--- src/rtl/fp_multiply_stream_if.sv ---
// Stream interface for fp_multiply_stream.
//
// Carries both the operand stream (into the multiplier) and the product stream
// (out of it) on one bundle, with a shared LANES width.
//   dataAIn / dataBIn : packed operands, lane i in bits [32i+31:32i]
//   validIn / readyOut: operand handshake
//   dataOut           : packed products, same lane packing
//   validOut / readyIn: product handshake
//   flagsOut          : per-lane {invalid, overflow, underflow, inexact}, only
//                       when FP_MULT_FLAGS_EN is defined
// Modports: slave is the multiplier side, master is the producer/consumer side.
interface fp_multiply_stream_if #(
  parameter int unsigned LANES = 1
);
  logic [32*LANES-1:0] dataAIn;
  logic [32*LANES-1:0] dataBIn;
  logic                validIn;
  logic                readyOut;
  logic [32*LANES-1:0] dataOut;
  logic                validOut;
  logic                readyIn;
`ifdef FP_MULT_FLAGS_EN
  logic [4*LANES-1:0]  flagsOut;
`endif

  modport slave (
    input  dataAIn,
    input  dataBIn,
    input  validIn,
    input  readyIn,
    output readyOut,
    output dataOut,
`ifdef FP_MULT_FLAGS_EN
    output flagsOut,
`endif
    output validOut
  );

  modport master (
    output dataAIn,
    output dataBIn,
    output validIn,
    output readyIn,
    input  readyOut,
    input  dataOut,
`ifdef FP_MULT_FLAGS_EN
    input  flagsOut,
`endif
    input  validOut
  );
endinterface

--- src/rtl/fp_multiply_stream.sv ---
// Multi-lane pipelined IEEE-754 single-precision multiplier with valid/ready
// flow control.
//
// LANES independent multipliers share one handshake. Three register stages:
//   S1: unpack, flush subnormals to zero, classify, sign and biased exponent sum
//   S2: 24x24 mantissa product
//   S3: normalise, round to nearest even, pack (this is the output register)
// Special values (NaN, inf, zero) are resolved in S1 and carried alongside the
// datapath so that S3 just selects them.
//
// Ports:
//   clkIn : clock, rising edge
//   rstIn : synchronous active-high reset
//   bus   : fp_multiply_stream_if slave modport (operand and product streams)
//
// Optional feature macro: FP_MULT_FLAGS_EN adds flagsOut and the flag
// registers that travel with each stage. dataOut is identical either way.
module fp_multiply_stream #(
  parameter int unsigned LANES = 1
) (
  input logic                 clkIn,
  input logic                 rstIn,
  fp_multiply_stream_if.slave bus
);

  localparam logic [31:0] QNan = 32'h7FC0_0000;

  typedef struct packed {
    logic              sign;
    logic signed [9:0] exp;
    logic [23:0]       mant_a;
    logic [23:0]       mant_b;
    logic              spec;      // result fully decided by special-value rules
    logic [31:0]       spec_val;
`ifdef FP_MULT_FLAGS_EN
    logic [3:0]        flags;
`endif
  } s1_t;

  typedef struct packed {
    logic              sign;
    logic signed [9:0] exp;
    logic [47:0]       prod;
    logic              spec;
    logic [31:0]       spec_val;
`ifdef FP_MULT_FLAGS_EN
    logic [3:0]        flags;
`endif
  } s2_t;

  typedef struct packed {
    logic [31:0] data;
`ifdef FP_MULT_FLAGS_EN
    logic [3:0]  flags;
`endif
  } s3_t;

  // Classify both operands and form sign/exponent. Subnormals count as zero.
  function automatic s1_t unpack_lane(input logic [31:0] a, input logic [31:0] b);
    s1_t  r;
    logic a_zero, a_inf, a_nan;
    logic b_zero, b_inf, b_nan;
    a_zero = (a[30:23] == 8'd0);
    a_inf  = (a[30:23] == 8'hFF) && (a[22:0] == 23'd0);
    a_nan  = (a[30:23] == 8'hFF) && (a[22:0] != 23'd0);
    b_zero = (b[30:23] == 8'd0);
    b_inf  = (b[30:23] == 8'hFF) && (b[22:0] == 23'd0);
    b_nan  = (b[30:23] == 8'hFF) && (b[22:0] != 23'd0);

    r        = '0;
    r.sign   = a[31] ^ b[31];
    r.exp    = $signed({2'b00, a[30:23]}) + $signed({2'b00, b[30:23]}) - 10'sd127;
    r.mant_a = {1'b1, a[22:0]};
    r.mant_b = {1'b1, b[22:0]};

    if (a_nan || b_nan || (a_inf && b_zero) || (a_zero && b_inf)) begin
      r.spec     = 1'b1;
      r.spec_val = QNan;
`ifdef FP_MULT_FLAGS_EN
      r.flags    = 4'b1000;
`endif
    end else if (a_inf || b_inf) begin
      r.spec     = 1'b1;
      r.spec_val = {r.sign, 8'hFF, 23'd0};
    end else if (a_zero || b_zero) begin
      r.spec     = 1'b1;
      r.spec_val = {r.sign, 31'd0};
    end
    return r;
  endfunction

  // Normalise, round to nearest even, then range-check the exponent.
  function automatic s3_t finish_lane(input s2_t s);
    s3_t               r;
    logic [23:0]       kept;
    logic              guard;
    logic              sticky;
    logic              round_up;
    logic [24:0]       rounded;
    logic signed [9:0] exp;
    logic [22:0]       frac;

    r = '0;
    // Both mantissas carry a hidden one, so the product has bit 46 or 47 set.
    if (s.prod[47]) begin
      kept   = s.prod[47:24];
      guard  = s.prod[23];
      sticky = |s.prod[22:0];
      exp    = s.exp + 10'sd1;
    end else begin
      kept   = s.prod[46:23];
      guard  = s.prod[22];
      sticky = |s.prod[21:0];
      exp    = s.exp;
    end

    round_up = guard & (sticky | kept[0]);
    rounded  = {1'b0, kept} + {24'd0, round_up};
    // A carry out leaves 1.000..0 x 2; the fraction field is then all zero.
    if (rounded[24]) begin
      frac = rounded[23:1];
      exp  = exp + 10'sd1;
    end else begin
      frac = rounded[22:0];
    end

    if (s.spec) begin
      r.data  = s.spec_val;
`ifdef FP_MULT_FLAGS_EN
      r.flags = s.flags;
`endif
    end else if (exp >= 10'sd255) begin
      r.data  = {s.sign, 8'hFF, 23'd0};
`ifdef FP_MULT_FLAGS_EN
      r.flags = 4'b0101;
`endif
    end else if (exp <= 10'sd0) begin
      r.data  = {s.sign, 31'd0};
`ifdef FP_MULT_FLAGS_EN
      r.flags = 4'b0011;
`endif
    end else begin
      r.data  = {s.sign, exp[7:0], frac};
`ifdef FP_MULT_FLAGS_EN
      r.flags = {3'b000, guard | sticky};
`endif
    end
    return r;
  endfunction

  logic adv;
  logic s1_valid_q, s2_valid_q, s3_valid_q;

  s1_t s1_d [LANES];
  s1_t s1_q [LANES];
  s2_t s2_d [LANES];
  s2_t s2_q [LANES];
  s3_t s3_res [LANES];

  logic [32*LANES-1:0] s3_data_d, s3_data_q;
`ifdef FP_MULT_FLAGS_EN
  logic [4*LANES-1:0]  s3_flags_d, s3_flags_q;
`endif

  // Whole pipeline moves together; no skid buffer, so readyOut follows readyIn.
  assign adv = !s3_valid_q || bus.readyIn;

  always_comb begin
    for (int i = 0; i < LANES; i++) begin
      s1_d[i] = unpack_lane(bus.dataAIn[32*i +: 32], bus.dataBIn[32*i +: 32]);
    end
  end

  always_comb begin
    for (int i = 0; i < LANES; i++) begin
      s2_d[i]          = '0;
      s2_d[i].sign     = s1_q[i].sign;
      s2_d[i].exp      = s1_q[i].exp;
      s2_d[i].prod     = {24'd0, s1_q[i].mant_a} * {24'd0, s1_q[i].mant_b};
      s2_d[i].spec     = s1_q[i].spec;
      s2_d[i].spec_val = s1_q[i].spec_val;
`ifdef FP_MULT_FLAGS_EN
      s2_d[i].flags    = s1_q[i].flags;
`endif
    end
  end

  always_comb begin
    s3_data_d  = '0;
`ifdef FP_MULT_FLAGS_EN
    s3_flags_d = '0;
`endif
    for (int i = 0; i < LANES; i++) begin
      s3_res[i]              = finish_lane(s2_q[i]);
      s3_data_d[32*i +: 32]  = s3_res[i].data;
`ifdef FP_MULT_FLAGS_EN
      s3_flags_d[4*i +: 4]   = s3_res[i].flags;
`endif
    end
  end

  // Valid bits and the visible output register.
  always_ff @(posedge clkIn) begin
    if (rstIn) begin
      s1_valid_q <= 1'b0;
      s2_valid_q <= 1'b0;
      s3_valid_q <= 1'b0;
      s3_data_q  <= '0;
`ifdef FP_MULT_FLAGS_EN
      s3_flags_q <= '0;
`endif
    end else if (adv) begin
      s1_valid_q <= bus.validIn;
      s2_valid_q <= s1_valid_q;
      s3_valid_q <= s2_valid_q;
      // Bubbles leave the last product on the bus rather than garbage.
      if (s2_valid_q) begin
        s3_data_q  <= s3_data_d;
`ifdef FP_MULT_FLAGS_EN
        s3_flags_q <= s3_flags_d;
`endif
      end
    end
  end

  // Internal datapath registers; contents only matter where the valid bit is set.
  always_ff @(posedge clkIn) begin
    if (adv) begin
      s1_q <= s1_d;
      s2_q <= s2_d;
    end
  end

  assign bus.readyOut = adv;
  assign bus.validOut = s3_valid_q;
  assign bus.dataOut  = s3_data_q;
`ifdef FP_MULT_FLAGS_EN
  assign bus.flagsOut = s3_flags_q;
`endif

endmodule

--- src/flat_wrapper.sv ---
// flat-port wrapper written by rule: the top's interface ports become plain ports
module fp_multiply_stream_flat 
#(
  parameter int unsigned LANES = 1
)
  (clkIn, rstIn, bus_dataAIn, bus_dataBIn, bus_validIn, bus_readyIn, bus_readyOut, bus_dataOut, bus_validOut);
  fp_multiply_stream_if #(.LANES(LANES)) bus_i ();
  input logic clkIn;
  input logic rstIn;
  input wire logic [$bits(bus_i.dataAIn)-1:0] bus_dataAIn;
  input wire logic [$bits(bus_i.dataBIn)-1:0] bus_dataBIn;
  input wire logic [$bits(bus_i.validIn)-1:0] bus_validIn;
  input wire logic [$bits(bus_i.readyIn)-1:0] bus_readyIn;
  output wire logic [$bits(bus_i.readyOut)-1:0] bus_readyOut;
  output wire logic [$bits(bus_i.dataOut)-1:0] bus_dataOut;
  output wire logic [$bits(bus_i.validOut)-1:0] bus_validOut;
  assign bus_i.dataAIn = bus_dataAIn;
  assign bus_i.dataBIn = bus_dataBIn;
  assign bus_i.validIn = bus_validIn;
  assign bus_i.readyIn = bus_readyIn;
  assign bus_readyOut = bus_i.readyOut;
  assign bus_dataOut = bus_i.dataOut;
  assign bus_validOut = bus_i.validOut;
  fp_multiply_stream #(.LANES(LANES)) u_core (.clkIn(clkIn), .rstIn(rstIn), .bus(bus_i));
endmodule
--- config.mk ---
export PLATFORM = sky130hd
export DESIGN_NAME = fp_multiply_stream_flat
export DESIGN_NICKNAME = d
export VERILOG_FILES = /design/src/rtl/fp_multiply_stream_if.sv /design/src/rtl/fp_multiply_stream.sv /design/src/flat_wrapper.sv
export SDC_FILE = /design/constraint.sdc
export NUM_CORES = 2
export LEC_CHECK = 0
export ABC_CLOCK_PERIOD_IN_PS = 12500
export CORE_MARGIN = 1.5
export CORE_UTILIZATION = 33
export CTS_CLUSTER_SIZE = 30
export DETAILED_ROUTE_END_ITERATION = 10
export PLACE_DENSITY_LB_ADDON = 0.25
export RECOVER_POWER = 25
export SLEW_MARGIN = 10
export SYNTH_ARGS = -nofsm -noshare
export SYNTH_HDL_FRONTEND = slang
export SYNTH_SLANG_ARGS = --single-unit
--- constraint.sdc ---
create_clock -name clkIn -period 12.5 [get_ports clkIn]
set_input_delay 1.875 -clock clkIn [delete_from_list [all_inputs] [get_ports clkIn]]
set_output_delay 1.875 -clock clkIn [all_outputs]
set_load 0.01 [all_outputs]
==> impl_metrics.csv <==
group,metric,value,unit
timing,hold_slack,0.4186,ns
global_route,gr-usage-all-layers,0.1852,
synth,avgSynthCellArea,9.441,um^2
timing,worst_pin_slew,4.315,ns
synth,synth_xor_area_frac,0.03449,
global_route,grt_overflow_total,0,
synth,synthDistinctLibCells,69,
synth,yosys.area_share.simple,0.1654,
setup_path,end_kind,"primary output",
floorplanning,die_area,81720,um^2
clocking,cts.sink_count,159,
drt,dr.pass1.iters,6,
clocking,cts_buffers,17,
setup_path,worstPathCellList,"dlygate4sd3_1, nand2b_1, clkbuf_1, clkdlybuf4s50_1",
setup_path,worstPathMaxFanout,67,
clocking,cts_root_buf,"clkbuf_16",
place,gp_congestion,0.8525,
clocking,ctsLongestPathBuffers,2,
global_route,grt_pass1_wl,115100,um
timing,clock_skew,0.03128,ns
global_route,grt_pass1_vias,19744,
final_layout,final_nets,3562,
setup_path,cp_slowest_cell,"clkbuf_1",
drt,vias_per_cell,4.841,
floorplanning,coreArea,79130,um^2
synth,synth_cells,2797,
setup_path,rrSetupSlack,4.30,ns
global_route,antenna_found_initial,3,
setup_path,cp.depth,4,
floorplanning,fp.dieW,285.9,um
setup_path,cp_top_family,"buffers and inverters",
floorplanning,die_h,285.9,um
min_path,min_to,"u_core.s2_q[86]",
clocking,post_cts_resized,0,
timing,fmax,0.1184,GHz
timing,fin_crit_sh,0.6756,
setup_path,max_stage_delay,3.00,ns
timing,tns,0,ns
floorplanning,rows,103,
synth,synth-seq-cells,159,
final_layout,drive_gt1_frac,0.03522,
drt,antenna_left,0,
timing,period_needed,8.445,ns
timing,slew_headroom,-1.877,
timing,slew_violations,68,
setup_path,timing.rr.end,"u_core.s2_q[69]",
min_path,hp-start,"u_core.s1_q[86]",
clocking,ctsHoldBuffers,0,
status,status,"finished with violations",
clocking,cts_tree,"yes",
synth,syn_area,26410,um^2
synth,synth_nets,3533,
synth,synth_fa_ha_area_frac,0.4538,
setup_path,crit_arrival,6.57,ns
setup_path,critPathBufInv,3,
floorplanning,ioPinCount,102,
drt,remaining_drc_errors,0,
synth,async_flop_share,0,
final_layout,area.growth.synth_to_final,10.26,%
drt,wl_per_cell,18.74,um
place,hpwl,56440,um
setup_path,reg2regPathDepth,22,
drt,wl,72930,um
setup_path,crit_type,"in2out",
final_layout,num-fill-cells,8076,
min_path,min_path_cells,0,
setup_path,crit_required,10.62,ns
synth,synth_compound_gate_area_share,0.06529,
synth,synth_top_family_by_area,"adder cells",
timing,rsz0062_at_grt,"false",
synth,yosysSeqAreaShare,0.1675,
job,cap_violations,1,
clocking,h-tree-depth,4,
timing,finalSetupViolations,0,
floorplanning,initial_core_util,0.3337,
clocking,postCtsSetupBuffers,0,
synth,synth_flop_cell,"edfxtp_1",
place,io_buffers,101,
synth,synth_mux_area_frac,0.009950,
synth,yosys_warnings,0,
setup_path,startpoint_type,"primary input",
clocking,clock_latency,0.51,ns
drt,drtIter0Drc,1309,
timing,hold_violations,0,
min_path,hp-class,"reg2reg",
status,violations,"capacitance limit, slew limit",
synth,synth_edf_count,124,
drt,vias,18837,
setup_path,r2r_start,"u_core.s1_q[33]",
clocking,clk_pin_slew,0.07,ns
global_route,grt_max_degree,68,
-- state kept, by name, indices dropped and copies added (netlist names) --
name,count
u_core.s1_q,61
u_core.s1_valid_q,1
u_core.bus.dataOut,32
u_core.s2_valid_q,1
u_core.bus.validOut,1
u_core.s2_q,63
-- cells by family after synthesis --
logic type,Yosys count
compound gates,254
xor+xnor,104
fa+ha+maj,668
buf+inv,718
flops,159
mux,26
simple gates,868
-- cell type report --
| class | instances | area, um^2 | share of cell area |
|---|---|---|---|
| clock buffers | 18 | 439.2 | 0.01508 |
| flip-flops and latches | 159 | 4424 | 0.1519 |
| diodes | 2 | 5.005 | 0.0001719 |
| repair buffers | 140 | 1300 | 0.04465 |
| clock inverters | 14 | 160.2 | 0.005500 |
| inverters | 588 | 2207 | 0.07580 |
| well taps | 1050 | 1314 | 0.04512 |
| multi-input cells | 1920 | 19270 | 0.6617 |
-- synthesized netlist by cell type, drive strengths merged (8+ instances only) --
cell type | n | area (um^2)
mux2i | 24 | 240.2
nand2 | 340 | 1284
o21bai | 9 | 71.32
clkbuf | 113 | 424.2
buf | 17 | 102.6
nor4 | 29 | 181.4
and2 | 259 | 1620
xnor2 | 71 | 621.9
o41ai | 11 | 96.34
xor2 | 33 | 289.0
inv | 585 | 2196
nor2 | 93 | 349.1
a31oi | 11 | 68.82
o31ai | 17 | 172.7
fa | 483 | 9669
a21oi | 80 | 400.4
nor2b | 8 | 50.05
ha | 185 | 2315
o21ai | 40 | 200.2
nand3 | 34 | 170.2
o211ai | 16 | 120.1
a21o | 33 | 247.7
and3 | 10 | 62.56
nand4 | 24 | 150.1
dfxtp | 35 | 700.7
nor3 | 23 | 126.4
a211oi | 8 | 60.06
edfxtp | 124 | 3724
-- worst max path at each step --
stage	endpoint	slack, ns	from
2_1_floorplan	u_core.bus.dataOut[14]	4.67	bus_readyIn
3_3_place_gp	u_core.s2_q[69]	4.53	u_core.s1_q[33]
3_5_place_dp	u_core.s2_q[69]	4.39	u_core.s1_q[33]
4_1_cts	u_core.s2_q[69]	4.35	u_core.s1_q[33]
5_1_grt	bus_readyOut	3.64	bus_readyIn
6_report	bus_readyOut	4.06	bus_readyIn
-- stage by stage --
step | setup slack, ns | util | cell area [um^2] | std cells
6_report | 4.055 | 0.3680 | 29120 | 3891
5_1_grt | 3.645 | 0.3679 | 29110 | 3889
4_1_cts | 4.354 | 0.3680 | 29120 | 3889
3_5_place_dp | 4.392 | 0.3604 | 28520 | 3857
3_3_place_gp | 4.533 | 0.3604 | 28520 | 3857
2_1_floorplan | 4.666 | - | 26410 | 2797
-- cell usage in the layout, fill, tap and decap left out, types with 8 or more instances in the layout --
cell type        instances
a211oi_1                 8
a21o_1                  33
a21oi_1                 80
a31oi_1                 11
and2_1                 258
and3_1                  10
buf_4                   38
clkbuf_16               17
clkdlybuf4s50_1         52
dfxtp_1                 35
dlygate4sd3_1           49
edfxtp_1               124
fa_1                   483
ha_1                   185
inv_1                  585
mux2i_1                 24
nand2_1                339
nand3_1                 34
nand4_1                 24
nor2_1                  93
nor2b_1                  8
nor3_1                  22
nor4_1                  26
o211ai_1                16
o21ai_0                 38
o21bai_1                 8
o31ai_1                  8
o31ai_2                  9
o41ai_1                 11
xnor2_1                 71
xor2_1                  33
-- worst register-to-register path: cells and delay by family (launching register included) --
family          cells  cell delay, ns
compound gates      7            2.46
flops               1            0.68
buf+inv             6            0.73
fa+ha+maj           8            4.01
xor+xnor            1            0.08
-- layer usage --
layer  routed length [um]  track usage
met2                35280       0.3079
met1                32930       0.2503
met3                 3048      0.02488
met4                 1661      0.05701
met5                    0            0
Power is left out: the tool's default activity adds up to more than one toggle a clock period on the data nets, which glitch-free logic cannot reach.
==> variant (same settings) <==
Make the reset (`rstIn`) asynchronous in one clocked block. Comments in the files are not updated.
--- a/src/rtl/fp_multiply_stream.sv
+++ b/src/rtl/fp_multiply_stream.sv
@@ -200,7 +200,7 @@
   end
 
   // Valid bits and the visible output register.
-  always_ff @(posedge clkIn) begin
+  always_ff @(posedge clkIn or posedge rstIn) begin
     if (rstIn) begin
       s1_valid_q <= 1'b0;
       s2_valid_q <= 1'b0;
Check against the original RTL: not equivalent (Yosys sat finds a counterexample within 4 cycles, from zero or initial values and one cycle with rstIn high; the reset may be asserted at any time).
==> variant against the unedited design <==
The flow still finishes with violations (capacitance limit, slew limit); area after synthesis down 0.76%; non-clock buffer count rose by 4; die area fell by 0.75%; critical path depth rose by 21; design area down 0.50%; routed wire length up 1.9%; worst setup slack gained 11 ps; sequential cell count is the same; synthesized cell count is 2.7% lower.
Power is not shown: default switching activity piles up to over one toggle a cycle in this logic, so the estimate is an artifact.
==> variant: results (changes against the unedited design) <==
initial antenna violation count 1 (-2); crit path DAT 8760 ps (+2190 ps); Slew Limit Fails 36 (-47%); Reg-to-Reg Start u_core.s1_q[65]$_DFFE_PN_; CP Max Fanout 20 (-70%); status finished, violations left; Synth area leaders fa_1, edfxtp_1, ha_1; clk_skew 28.7 ps (-2.56 ps); Placed Instances 3788 (-1.8%); Resized cells post-CTS 0 (unchanged); total track usage 19.0% (+0.47 points); failing checks capacitance limit, slew limit; Detailed Route WL 74300 um (+1.9%); ys async rst share 22.0% (+22 points); pre-CTS setup slack 4240 ps (-156 ps); max_cap viols 1 (unchanged); vias in the first global route 20400 (+3.2%); crit path to u_core.s2_q[66]$_DFFE_PN_; DP Area 28400 um2 (-0.56%); nets@finish 3493 (-1.9%); Yosys cell types 76 (+10%); post-DP HPWL 57300 um (+1.6%); CP Launch Type flip-flop; M3 GR Usage 3.03% (+0.54 points); GR Layer Usage met1 25.7% (+0.63 points); Hold WS 416 ps (-2.71 ps); GR Layer Usage met2 31.5% (+0.74 points); min cycle time layout 8430 ps (-10.8 ps); WL per Instance 19.5 um (+3.8%); worst-margin pin slew 1890 ps (-2420 ps); Final GP Congestion 0.877 (+2.9%); DR WL met2 36000 um (+2.2%); Starting DRT DRC Count 1103 (-16%); max incr delay on CP 1020 ps (-1980 ps); first-pass GRT wire length 117000 um (+1.8%); Syn Nets 3457 (-2.2%); hold_sp u_core.s1_q[88]$_DFFE_PN_; delay-heaviest family, CP adder cells; Min-Delay Endpoint u_core.s2_q[88]$_DFFE_PN_; commonest cells in the netlist inv_1, fa_1, nand2_1; 1st-pass router iterations 5 (-1); Post-Synthesis Cells 2721 (-2.7%); via count 18700 (-0.67%)
-- variant: cell families (layout without fill, tap and decap cells) --
| family | Yosys count | in the layout | synth area share (%) |
|---|---|---|---|
| and+or+nand+nor | 811 | 811 | 15.5 |
| buffers and inverters | 722 | 771 | 10.5 |
| xor gates and xnor gates | 111 | 111 | 3.80 |
| other | 0 | 2 | 0 |
| adders and majority gates | 668 | 668 | 45.7 |
| DFF | 159 | 159 | 17.6 |
| AOI/OAI and AO/OA | 232 | 232 | 6.25 |
| muxes | 18 | 18 | 0.711 |
-- variant: final cells by class --
type                    count  area [um2]  share of cell area [%]
well taps                1050        1310                    4.53
clock buffers              17         425                    1.47
diodes                      2        5.00                  0.0173
clock inverters            15         185                   0.639
flip-flops and latches    159        4600                    15.9
inverters                 595        2230                    7.71
repair buffers            144        1330                    4.59
multi-input cells        1840       18900                    65.2
